--- src/rtl/pixel_stream_source.sv ---
// Raster test-pattern transmitter: background frame with one bright rectangle,
// streamed over a valid/ready pixel interface with line and frame blanking.
module pixel_stream_source #(
    parameter int          H_ACTIVE  = 16,
    parameter int          V_ACTIVE  = 12,
    parameter int          H_BLANK   = 4,
    parameter int          V_BLANK   = 2,
    parameter int          COORD_W   = 8,
    parameter logic [7:0]  BG_LEVEL  = 8'h10,
    parameter logic [7:0]  OBJ_LEVEL = 8'h90
) (
    input  logic               clk,
    input  logic               rst,
    input  logic               start,
    input  logic               continuous,
    input  logic               abort,
    input  logic [COORD_W-1:0] obj_x,
    input  logic [COORD_W-1:0] obj_y,
    input  logic [COORD_W-1:0] obj_w,
    input  logic [COORD_W-1:0] obj_h,
    input  logic               pixel_ready,
    output logic [7:0]         pixel_data,
    output logic               pixel_valid,
    output logic               sof,
    output logic               eol,
    output logic               busy,
    output logic               frame_done
);

    localparam int BLANK_MAX = (H_BLANK > V_BLANK) ? H_BLANK : V_BLANK;
    localparam int CNT_W     = (BLANK_MAX > 1) ? $clog2(BLANK_MAX) : 1;

    localparam logic [CNT_W-1:0]   H_LAST = CNT_W'(H_BLANK - 1);
    localparam logic [CNT_W-1:0]   V_LAST = CNT_W'(V_BLANK - 1);
    localparam logic [COORD_W-1:0] X_LAST = COORD_W'(H_ACTIVE - 1);
    localparam logic [COORD_W-1:0] Y_LAST = COORD_W'(V_ACTIVE - 1);

    typedef enum logic [1:0] {
        S_IDLE,
        S_ACTIVE,
        S_HBLANK,
        S_VBLANK
    } state_t;

    state_t             state_q, state_d;
    logic [COORD_W-1:0] x_q, x_d;
    logic [COORD_W-1:0] y_q, y_d;
    logic [CNT_W-1:0]   cnt_q, cnt_d;
    logic [COORD_W-1:0] sx_q, sx_d, sy_q, sy_d, sw_q, sw_d, sh_q, sh_d;
    logic               latch_obj;
    logic               done_d;

    logic [7:0] pixel_data_q, pixel_data_d;
    logic       pixel_valid_q, pixel_valid_d;
    logic       sof_q, sof_d;
    logic       eol_q, eol_d;
    logic       busy_q, busy_d;
    logic       frame_done_q;

    // Rectangle bounds are formed one bit wider so x+w never wraps back into the frame.
    function automatic logic in_object(
        input logic [COORD_W-1:0] px,
        input logic [COORD_W-1:0] py,
        input logic [COORD_W-1:0] ox,
        input logic [COORD_W-1:0] oy,
        input logic [COORD_W-1:0] ow,
        input logic [COORD_W-1:0] oh
    );
        logic [COORD_W:0] x_end;
        logic [COORD_W:0] y_end;
        x_end = {1'b0, ox} + {1'b0, ow};
        y_end = {1'b0, oy} + {1'b0, oh};
        return (ow != '0) && (oh != '0) &&
               (px >= ox) && ({1'b0, px} < x_end) &&
               (py >= oy) && ({1'b0, py} < y_end);
    endfunction

    always_comb begin
        state_d   = state_q;
        x_d       = x_q;
        y_d       = y_q;
        cnt_d     = cnt_q;
        latch_obj = 1'b0;
        done_d    = 1'b0;

        case (state_q)
            S_IDLE: begin
                if (start && !abort) begin
                    latch_obj = 1'b1;
                    x_d       = '0;
                    y_d       = '0;
                    state_d   = S_ACTIVE;
                end
            end
            S_ACTIVE: begin
                if (abort) begin
                    state_d = S_IDLE;
                    x_d     = '0;
                    y_d     = '0;
                end else if (pixel_ready) begin
                    if (x_q != X_LAST) begin
                        x_d = x_q + COORD_W'(1);
                    end else begin
                        cnt_d   = '0;
                        state_d = (y_q != Y_LAST) ? S_HBLANK : S_VBLANK;
                    end
                end
            end
            S_HBLANK: begin
                if (abort) begin
                    state_d = S_IDLE;
                    x_d     = '0;
                    y_d     = '0;
                end else if (cnt_q == H_LAST) begin
                    x_d     = '0;
                    y_d     = y_q + COORD_W'(1);
                    state_d = S_ACTIVE;
                end else begin
                    cnt_d = cnt_q + CNT_W'(1);
                end
            end
            S_VBLANK: begin
                if (abort) begin
                    state_d = S_IDLE;
                    x_d     = '0;
                    y_d     = '0;
                end else if (cnt_q == V_LAST) begin
                    // The done pulse shares its cycle with pixel (0,0) of a back-to-back frame.
                    done_d  = 1'b1;
                    x_d     = '0;
                    y_d     = '0;
                    if (continuous) begin
                        latch_obj = 1'b1;
                        state_d   = S_ACTIVE;
                    end else begin
                        state_d = S_IDLE;
                    end
                end else begin
                    cnt_d = cnt_q + CNT_W'(1);
                end
            end
            default: begin
                state_d = S_IDLE;
                x_d     = '0;
                y_d     = '0;
            end
        endcase

        sx_d = latch_obj ? obj_x : sx_q;
        sy_d = latch_obj ? obj_y : sy_q;
        sw_d = latch_obj ? obj_w : sw_q;
        sh_d = latch_obj ? obj_h : sh_q;

        // Outputs are precomputed from next state so they leave the block registered.
        pixel_valid_d = (state_d == S_ACTIVE);
        pixel_data_d  = 8'h00;
        if (pixel_valid_d) begin
            pixel_data_d = in_object(x_d, y_d, sx_d, sy_d, sw_d, sh_d) ? OBJ_LEVEL : BG_LEVEL;
        end
        sof_d  = pixel_valid_d && (x_d == '0) && (y_d == '0);
        eol_d  = pixel_valid_d && (x_d == X_LAST);
        busy_d = (state_d != S_IDLE);
    end

    always_ff @(posedge clk) begin
        if (rst) begin
            state_q       <= S_IDLE;
            x_q           <= '0;
            y_q           <= '0;
            cnt_q         <= '0;
            sx_q          <= '0;
            sy_q          <= '0;
            sw_q          <= '0;
            sh_q          <= '0;
            pixel_data_q  <= 8'h00;
            pixel_valid_q <= 1'b0;
            sof_q         <= 1'b0;
            eol_q         <= 1'b0;
            busy_q        <= 1'b0;
            frame_done_q  <= 1'b0;
        end else begin
            state_q       <= state_d;
            x_q           <= x_d;
            y_q           <= y_d;
            cnt_q         <= cnt_d;
            sx_q          <= sx_d;
            sy_q          <= sy_d;
            sw_q          <= sw_d;
            sh_q          <= sh_d;
            pixel_data_q  <= pixel_data_d;
            pixel_valid_q <= pixel_valid_d;
            sof_q         <= sof_d;
            eol_q         <= eol_d;
            busy_q        <= busy_d;
            frame_done_q  <= done_d;
        end
    end

    assign pixel_data  = pixel_data_q;
    assign pixel_valid = pixel_valid_q;
    assign sof         = sof_q;
    assign eol         = eol_q;
    assign busy        = busy_q;
    assign frame_done  = frame_done_q;

endmodule

--- config.mk ---
export PLATFORM = sky130hd
export DESIGN_NAME = pixel_stream_source
export DESIGN_NICKNAME = d
export VERILOG_FILES = /design/src/rtl/pixel_stream_source.sv
export SDC_FILE = /design/constraint.sdc
export NUM_CORES = 1
export LEC_CHECK = 0
export ABC_AREA = 1
export CAP_MARGIN = 20
export CORE_ASPECT_RATIO = 1.25
export CORE_UTILIZATION = 52
export DETAILED_ROUTE_END_ITERATION = 16
export PLACE_DENSITY = 0.88
export SLEW_MARGIN = 20
export SYNTH_ARGS = -nofsm -noshare
export SYNTH_HDL_FRONTEND = slang
export SYNTH_SLANG_ARGS = --single-unit
--- constraint.sdc ---
create_clock -name clk -period 4 [get_ports clk]
set_input_delay 0.8 -clock clk [delete_from_list [all_inputs] [get_ports clk]]
set_output_delay 0.8 -clock clk [all_outputs]
set_load 0.02 [all_outputs]
=== After elaboration in Yosys (flattened, before gate mapping) ===
Cells that the tools add are included.

* Flip-flop bits (word level): 65
* Input port bits: 38
* Output and inout bits: 13
* Word-level logic and storage cells: 107

* Add/subtract/negate cells: 5
* Magnitude comparators: 4
* Eq/ne operators: 16
* Multiplexer cells: 46
* Bitwise logic cells: 2
* Reduce and logical (&&, ||, !) cells: 20

{| class="wikitable"
|+ Operators by type and width
! cell !! count
|-
| $mux W8 || 19
|-
| $pmux W8 S4 || 2
|-
| $mux W2 || 15
|-
| $add A8 B8 Y9 || 2
|-
| $lt A8 B9 Y1 || 2
|-
| $add A8 B1 Y8 const B || 2
|-
| $ge A8 B8 Y1 || 2
|-
| $logic_not A8 Y1 || 2
|-
| $ne A8 B4 Y1 const B || 2
|-
| $reduce_bool A8 Y1 || 2
|-
| $ne A2 B2 Y1 const B || 7
|-
| $logic_and A1 B1 Y1 || 9
|-
| $eq A8 B4 Y1 const B || 1
|-
| $pmux W2 S4 || 1
|-
| $reduce_and A8 Y1 || 1
|-
| $mux W1 || 7
|-
| $eq A2 B1 Y1 const B || 3
|-
| $eq A2 B2 Y1 const B || 3
|-
| $pmux W2 S3 || 1
|-
| $reduce_bool A3 Y1 || 1
|-
| $reduce_or A3 Y1 || 1
|-
| $add A2 B1 Y2 const B || 1
|-
| $logic_not A2 Y1 || 1
|-
| $not A1 Y1 || 2
|-
| other kinds (4) || 4
|}

=== Depth between registers and ports, before layout ===
Gate-level depths: netlist of run 1.

* Depth after elaboration: 12
* Mapped depth: 29
* Mapped depth without buffers: 26

=== Least setup slack after synthesis of run 1 ===
No wires, ideal clock.

* Kind: input-to-reg
* Start: in abort
* End: reg pixel_data_q[7] (netlist: pixel_data[7])
* Library setup time: 70 ps
* Arrival time: 4,126 ps
* Data required time: 3,930 ps
* Path slack: -196 ps
* Stages on the path: 24
* Path buffers: 3
* Cells stage by stage: inv_2 nand4_1 nand2_4 nand2_8 buf_12 buf_6 clkbuf_1 nand2_1 o21ai_0 inv_1 ha_1 inv_1 fa_1 o21ai_0 a21oi_1 o21ai_0 xor2_1 ha_1 a21o_1 a21oi_1 o21ai_0 a21oi_1 nand3_1 a21oi_1

* Elaborated cells between the ends (all ways): 41
* Classes of those cells: 2 x add/sub; 4 x order compare; 1 x eq/ne; 23 x mux; 1 x bitwise; 10 x reduce/logical

{| class="wikitable"
|+ RTL lines
! element !! line !! text
|-
| start: declaration || 16 || <nowiki>input logic abort,</nowiki>
|-
| $logic_not A1 Y1 || 88 || <nowiki>if (start && !abort) begin</nowiki>
|-
| $logic_and A1 B1 Y1 || 88 ||
|-
| $mux W1 || 88 ||
|-
| $pmux W1 S2 (*) || 86 || <nowiki>case (state_q)</nowiki>
|-
| $mux W8 (*) || 150 || <nowiki>sy_d = latch_obj ? obj_y : sy_q;</nowiki>
|-
| named net sy_d[0] || 49 || <nowiki>logic [COORD_W-1:0] sx_q, sx_d, sy_q, sy_d, sw_q, sw_d, sh_q, sh_d;</nowiki>
|-
| $add A8 B8 Y9 or $ge A8 B8 Y1 (tied branches) || 72, 75 ||
|-
| $lt A8 B9 Y1 or $logic_and A1 B1 Y1 (tied branches) || 75, 74 ||
|-
| $logic_and A1 B1 Y1 (*) || 75 || <nowiki>(py >= oy) && ({1'b0, py} < y_end);</nowiki>
|-
| $mux W8 (*) || 158 || <nowiki>pixel_data_d = in_object(x_d, y_d, sx_d, sy_d, sw_d, sh_d) ? OBJ_LEVEL : BG_LEVEL;</nowiki>
|-
| end signal: assignment || 190 || <nowiki>pixel_data_q <= pixel_data_d;</nowiki>
|-
| end: declaration || 53 || <nowiki>logic [7:0] pixel_data_q, pixel_data_d;</nowiki>
|}

Mark *: on every way through the listed nets, which the timed path passes. The rest lies on a longest branch.
A chain may end at the register's enable or synchronous reset.

=== Worst setup path in the final report of run 1 ===
* Start: in abort
* End: reg pixel_data_q[7] (netlist: pixel_data[7])

* Longest elaborated chain between the ends: 12
* Elaborated cells between the ends (all ways): 41
* Classes of those cells: 2 x add/sub; 4 x order compare; 1 x eq/ne; 23 x mux; 1 x bitwise; 10 x reduce/logical

{| class="wikitable"
|+ RTL lines
! element !! line !! text
|-
| $logic_not A1 Y1 || 88 ||
|-
| $logic_and A1 B1 Y1 || 88 ||
|-
| $mux W1 || 88 ||
|-
| $pmux W1 S2 (*) || 86 ||
|-
| $mux W8 (*) || 152 || <nowiki>sh_d = latch_obj ? obj_h : sh_q;</nowiki>
|-
| named net sh_d[2] || 49 ||
|-
| parallel branches: the longest is 5 deep, another holds $add A8 B8 Y9 || - ||
|-
| $logic_and A1 B1 Y1 (*) || 75 ||
|-
| $mux W8 (*) || 158 ||
|}

Mark *: on every way through the listed nets, which the timed path passes.

==> results of run 1 <==
[final timing paths]
| path | from | endpoint | slack (ns) | cells after the start |
|---|---|---|---|---|
| worst max register to register | state_q[1] | pixel_data[7] | 0.08 | 23 |
| worst min register to register | sw_q[3] | sw_q[3] | 0.49 | 2 |
| worst min-delay path | sw_q[3] | sw_q[3] | 0.49 | 2 |
| worst max-delay path | abort | pixel_data[7] | 0.08 | 23 |
[tightest hold or removal path: stages, from the launching register on]
cell and delay, ns:
dfxtp_1 0.31, nand2_2 0.07, a21oi_1 0.06
[cells in the final DEF, fill, tap and decap left out, types with 3 or more instances in the layout]
master             n
inv_1            130
nand2_1          116
nor2_1            79
buf_4             66
dfxtp_1           58
ha_1              49
clkdlybuf4s50_1   40
a21oi_1           35
o21ai_0           28
nand3_1           26
o21ai_1           13
nor3_1            13
nand2_2           11
clkbuf_8          11
xor2_1            10
nand4_1            9
o21a_1             8
o21ai_2            8
inv_2              7
a22oi_1            7
conb_1             6
a21oi_2            5
xnor2_1            5
nor2_2             4
o21ai_4            4
bufinv_16          4
o22ai_1            3
dlymetal6s2s_1     3
[per-layer routing]
layer	wire, microns	global-route usage	vias up
met5	0	0	-
met4	574	0.136	0
met3	881	0.0613	66
met2	7000	0.493	241
met1	5170	0.305	2344
li1	-	-	2405
[metrics by stage]
stage                     cells  total power [W]  setup TNS (ns)
final                       921          0.00212               0
after global routing        921          0.00222          -0.198
after CTS                   905          0.00203               0
after detailed placement    887          0.00126          -0.440
after global placement      887          0.00124          -0.299
after floorplan             690          0.00104               0
[state kept, by name, summed over array words and instances, names as in the netlist]
name and flops:
sh_q 8, sw_q 8, sx_q 8, sy_q 8, x_q 8, y_q 8
cnt_q 2, pixel_data 2, state_q 2, busy 1, eol 1, frame_done 1
pixel_valid 1, sof 1
[cell families (layout without fill, tap and decap cells)]
family / Yosys count / in the layout / share of synthesized area
other: 1 / 6 / 0.000810
xor gates and xnor gates: 16 / 16 / 0.0319
and+or+nand+nor: 268 / 269 / 0.252
AOI/OAI and AO/OA: 128 / 128 / 0.166
adders and majority gates: 55 / 55 / 0.152
DFF: 59 / 59 / 0.255
buffers and inverters: 158 / 268 / 0.143
[final cells by class]
| cell class | count | area [sq um] |
|---|---|---|
| timing repair buffer | 114 | 1000 |
| clock inverter | 4 | 120 |
| multi-input combinational | 474 | 2950 |
| clock buffer | 12 | 155 |
| fill | 631 | 2570 |
| tap | 120 | 150 |
| inverter | 138 | 522 |
| sequential | 59 | 1180 |
[what timing repair did]
item / 4_1_cts / 5_1_grt
endpoints found under the setup margin: 1 / 1
buffers inserted: 2 / 15
hold buffers: 0 / 0
pin swaps: 3 / 29
cloned: 0 / 1
gates resized for setup: 3 / 38
[power groups by stage]
stage	clock network (W)	logic [W]	registers (W)
2_1_floorplan	0	0.000394	0.000649
3_3_place_gp	0	0.000594	0.000643
3_5_place_dp	0	0.000619	0.000645
4_1_cts	0.000763	0.000633	0.000632
5_1_grt	0.000794	0.000794	0.000636
6_report	0.000762	0.000723	0.000634
==> results_dict.tcl, run 1 <==
set metrics [dict create \
    cp_max_fo 8 \
    antenna_found_initial 0 \
    p_int_w 0.00145 \
    clkPwrFrac 0.360 \
    io_pins 51 \
    ant_nets 0 \
    synth-async-reset-ratio 0 \
    cts.sinks 59 \
    routedWlPerCell_microns 14.8 \
    p_comb_frac 0.341 \
    cap_violations 0 \
    finalWirelength_mm 13.6 \
    drive_above_1_share 0.184 \
    crit_chain "dlymetal6s2s_1, inv_2, nand4_1, nand2_4, nand2_8, buf_12, o21ai_4, ha_4, a21oi_2, nand2_1, a21oi_1, o21ai_1, buf_4, buf_4, buf_4, xor2_1, ha_1, a21o_1, a21oi_1, o21ai_1, a21oi_2, nand3_1, a21oi_1" \
    drt_pass1_iterations 5 \
    rows 38 \
    ys_seq_elements 59 \
    outcome "completed" \
    vias 5056 \
    critPathSlowestCell "ha_4" \
    p_leak_nw 3.08 \
    core_sq_mm 0.00865 \
    slew_headroom 0.322 \
    start_kind "input port" \
    post-route-period-util 0.981 \
    holdWs_ns 0.488 \
    swShare 0.317 \
    synth_flop_cell "dfxtp_1" \
    end_kind "register" \
    yosys.cell_count.top_type "inv_1" \
    synth.area.top_cells "dfxtp_1 (25%), ha_1 (14%), inv_1 (11%)" \
    holdCritPathClass "reg2reg" \
    slowest_delay_ns 0.25 \
    fin_crit_ns 3.92 \
    nets 889 \
    skew_ns 0.0163 \
    avgViaCountPerCell 5.49 \
    max_clock_freq_mhz 255 \
    clk_pin_slew_worst_paths_ns 0.07 \
    portBuffers 44 \
    cts_htree_levels 3 \
    dieArea_sq_mm 0.00929 \
    grt.total_usage 0.276 \
    drt_iter0_drc 308 \
    dpl.hpwl_mm 9.11 \
    drc 0 \
    synth_top_area_cell "dfxtp_1" \
    syn2layout_area_growth_pct 31.4 \
    hold_viol_final 0 \
    synthCells 685 \
    final.setup.worst_slack_ns 0.0775 \
    clock_path_buffers 2 \
    cellPowerDensity_mw_per_mm2 348 \
    grt_max_degree 55 \
    cts_tree "done" \
    syn_area_per_cell_sq_um 6.76 \
    ir_drop_uv 375 \
    crit_buf_inv 6 \
    yosys_warnings 0 \
    tightest_slew_ns 1.02 \
    finalMaxSlewViolations 0 \
    postPlaceCellArea_sq_mm 0.00551 \
    worstPathArrival_ns 4.22 \
    path_delay_family "compound AO/OA/AOI/OAI gates" \
    pwr-share-seq 0.299 \
    insertion_delay_ns 0.37 \
    stdcell_area_sq_mm 0.00609 \
    die_width_microns 86.4 \
    ys_types 46 \
    worstSetupPathType "in2reg" \
    start_util 0.535 \
    final-setup-viol-count 0 \
    synth_area_sq_mm 0.00463 \
    cp_data_required_time_ns 4.29 \
    gr-total-overflow 0 \
    cts_root_buf "clkbuf_8" \
    gp_congestion 0.953 \
    grt_pass1_vias 4715 \
    cts_buffers 9 \
    place_ws_ns -0.440 \
    final_util 0.703 \
    die_h_microns 108 \
    grt_pass1_wl_mm 20.2 \
    synth_edf_count 0 \
    seq_area_frac_synth 0.255 \
    synth_top_area_frac 0.255 \
    p_switching_w 0.000672 \
    diodes 0 \
    synthTopCellsByCount "inv_1 (132), nand2_1 (119), nor2_1 (80)" \
]
Note: power is estimated with default switching activity, not from simulation.
==> run 2: changes to the inputs <==
--- a/config.mk
+++ b/config.mk
@@ -9,6 +9,7 @@
 export CAP_MARGIN = 20
 export CORE_ASPECT_RATIO = 1.25
 export CORE_UTILIZATION = 52
+export CTS_BUF_LIST = sky130_fd_sc_hd__clkbuf_16
 export DETAILED_ROUTE_END_ITERATION = 16
 export PLACE_DENSITY = 0.88
 export SLEW_MARGIN = 20
==> run 2 against run 1 <==
Against the previous run:
- the flow now finishes with violations (negative setup slack)
- critical path type unchanged
- combinational power grew 5.3%
- largest cell class unchanged
- critical path depth increased by 2
- power is 10% higher
- final cell count shrank 0.22%
- routed wire length rose by 4.4%
==> results_dict.tcl, run 2 (same netlist as run 1, synthesis figures left out) <==
set metrics [dict create \
    worstSetupPathType "in2reg" \
    cellPowerDensity_mw_per_mm2 375 \
    violations "negative setup slack" \
    drive_above_1_share 0.202 \
    dpl.hpwl_mm 9.11 \
    cts_tree "done" \
    finalWirelength_mm 14.2 \
    cp_data_required_time_ns 4.28 \
    rows 38 \
    critPathSlowestCell "clkdlybuf4s50_1" \
    total_power_w 0.00234 \
    fin_crit_ns 4.07 \
    cap_violations 0 \
    busiest_layer "met2" \
    skew_ns 0.00935 \
    outcome "complete, but fails checks" \
    grt_use_met1 0.308 \
    core_sq_mm 0.00865 \
    cp_common_cell "a21oi_2" \
    diodes 0 \
    slowest_delay_ns 0.51 \
    die_h_microns 108 \
    grt_pass1_wl_mm 20.9 \
    avgViaCountPerCell 5.56 \
    syn2layout_area_growth_pct 34.5 \
    ir_drop_uv 419 \
    antenna_found_initial 0 \
    tightest_slew_ns 1.01 \
    dieArea_sq_mm 0.00929 \
    holdCritPathClass "reg2reg" \
    p_leak_nw 3.12 \
    cp_max_fo 8 \
    grt_use_met3 0.0606 \
    grt_pass1_vias 4849 \
    stdcell_area_sq_mm 0.00623 \
    fin_cells 919 \
    cts_root_buf "clkbuf_16" \
    drt_pass1_iterations 6 \
    hold_buffers 0 \
    max_clock_freq_mhz 245 \
    cts_htree_levels 3 \
    routedWlPerCell_microns 15.5 \
    start_kind "input port" \
    end_kind "register" \
    post-route-period-util 1.02 \
    worstPathArrival_ns 4.35 \
    cts.sinks 59 \
    slew_headroom 0.328 \
    cts_buffers 9 \
    gr-total-overflow 0 \
    clk_pin_slew_worst_paths_ns 0.05 \
    nets 887 \
    final-setup-viol-count 1 \
    io_pins 51 \
    ant_nets 0 \
    grt_max_degree 55 \
    place_inst 887 \
    setup_tns_ns -0.0746 \
    final.setup.worst_slack_ns -0.0746 \
    start_util 0.535 \
    place_ws_ns -0.440 \
    gp_congestion 0.953 \
    portBuffers 44 \
    grtUsageMet2 0.509 \
    final_cell_mix "inv_1 (125), nand2_1 (116), nor2_1 (78), buf_4 (63), dfxtp_1 (58)" \
    finalMaxSlewViolations 0 \
    drt_iter0_drc 436 \
    postPlaceCellArea_sq_mm 0.00551 \
    hold_viol_final 0 \
    die_width_microns 86.4 \
    drc 0 \
    insertion_delay_ns 0.35 \
    clock_path_buffers 2 \
    final_common_cell "inv_1" \
    grt.total_usage 0.285 \
    vias 5114 \
]
[run 2: worst max-delay path, delay by kind of cell]
family	cells	cell delay, ns
buf+inv	4	0.79
simple gates	9	0.77
fa+ha+maj	2	0.50
xor+xnor	1	0.16
compound gates	9	1.31
[run 2: layout make-up]
class                   count  area [sq um]
repair buffers            111           985
clock inverters             7           131
flip-flops and latches     59          1180
clock buffers               9           225
multi-input cells         475          3040
fillers                   588          2420
well taps                 120           150
inverters                 138           522
[run 2: worst paths after layout]
path | from | endpoint | slack (ns) | cells past startpoint
hold reg to reg | cnt_q[0] | cnt_q[0] | 0.51 | 2
setup / recovery | start | pixel_data[7] | -0.07 | 25
setup reg to reg | state_q[0] | pixel_data[7] | 0.04 | 23
hold / removal | cnt_q[0] | cnt_q[0] | 0.51 | 2
[run 2: per-layer routing]
metal  vias up  part of all wire
li1       2389                 -
met4         0             0.053
met2       263              0.50
met3        79             0.064
met5         -                 0
met1      2383              0.38
[run 2: per-stage QoR]
stage               utilization  hold WS [ns]
finish                    0.720         0.512
global route              0.720         0.549
CTS                       0.686         0.481
detailed placement        0.636         0.474
global placement          0.636         0.462
floorplan                     -         0.455
[run 2: report_power, final]
part           switching [W]  internal, W  total [W]
registers          0.0000159     0.000620   0.000636
logic               0.000438     0.000323   0.000761
clock network       0.000277     0.000664   0.000941
total               0.000731      0.00161    0.00234
[run 2: timing repair]
action / in CTS / in global routing
endpoints found under the setup margin: 1 / 1
gates resized for setup: 10 / 52
buffers inserted: 3 / 10
pin swaps: 5 / 30
gates cloned: 1 / 2
==> run 3: changes to the inputs <==
--- a/config.mk
+++ b/config.mk
@@ -6,13 +6,12 @@
 export NUM_CORES = 1
 export LEC_CHECK = 0
 export ABC_AREA = 1
-export CAP_MARGIN = 20
 export CORE_ASPECT_RATIO = 1.25
 export CORE_UTILIZATION = 52
 export CTS_BUF_LIST = sky130_fd_sc_hd__clkbuf_16
 export DETAILED_ROUTE_END_ITERATION = 16
 export PLACE_DENSITY = 0.88
-export SLEW_MARGIN = 20
+export SLEW_MARGIN = 10
 export SYNTH_ARGS = -nofsm -noshare
 export SYNTH_HDL_FRONTEND = slang
 export SYNTH_SLANG_ARGS = --single-unit
==> results of run 3 <==
Same layout as run 2: the final DEF is identical, and so are final timing and power.
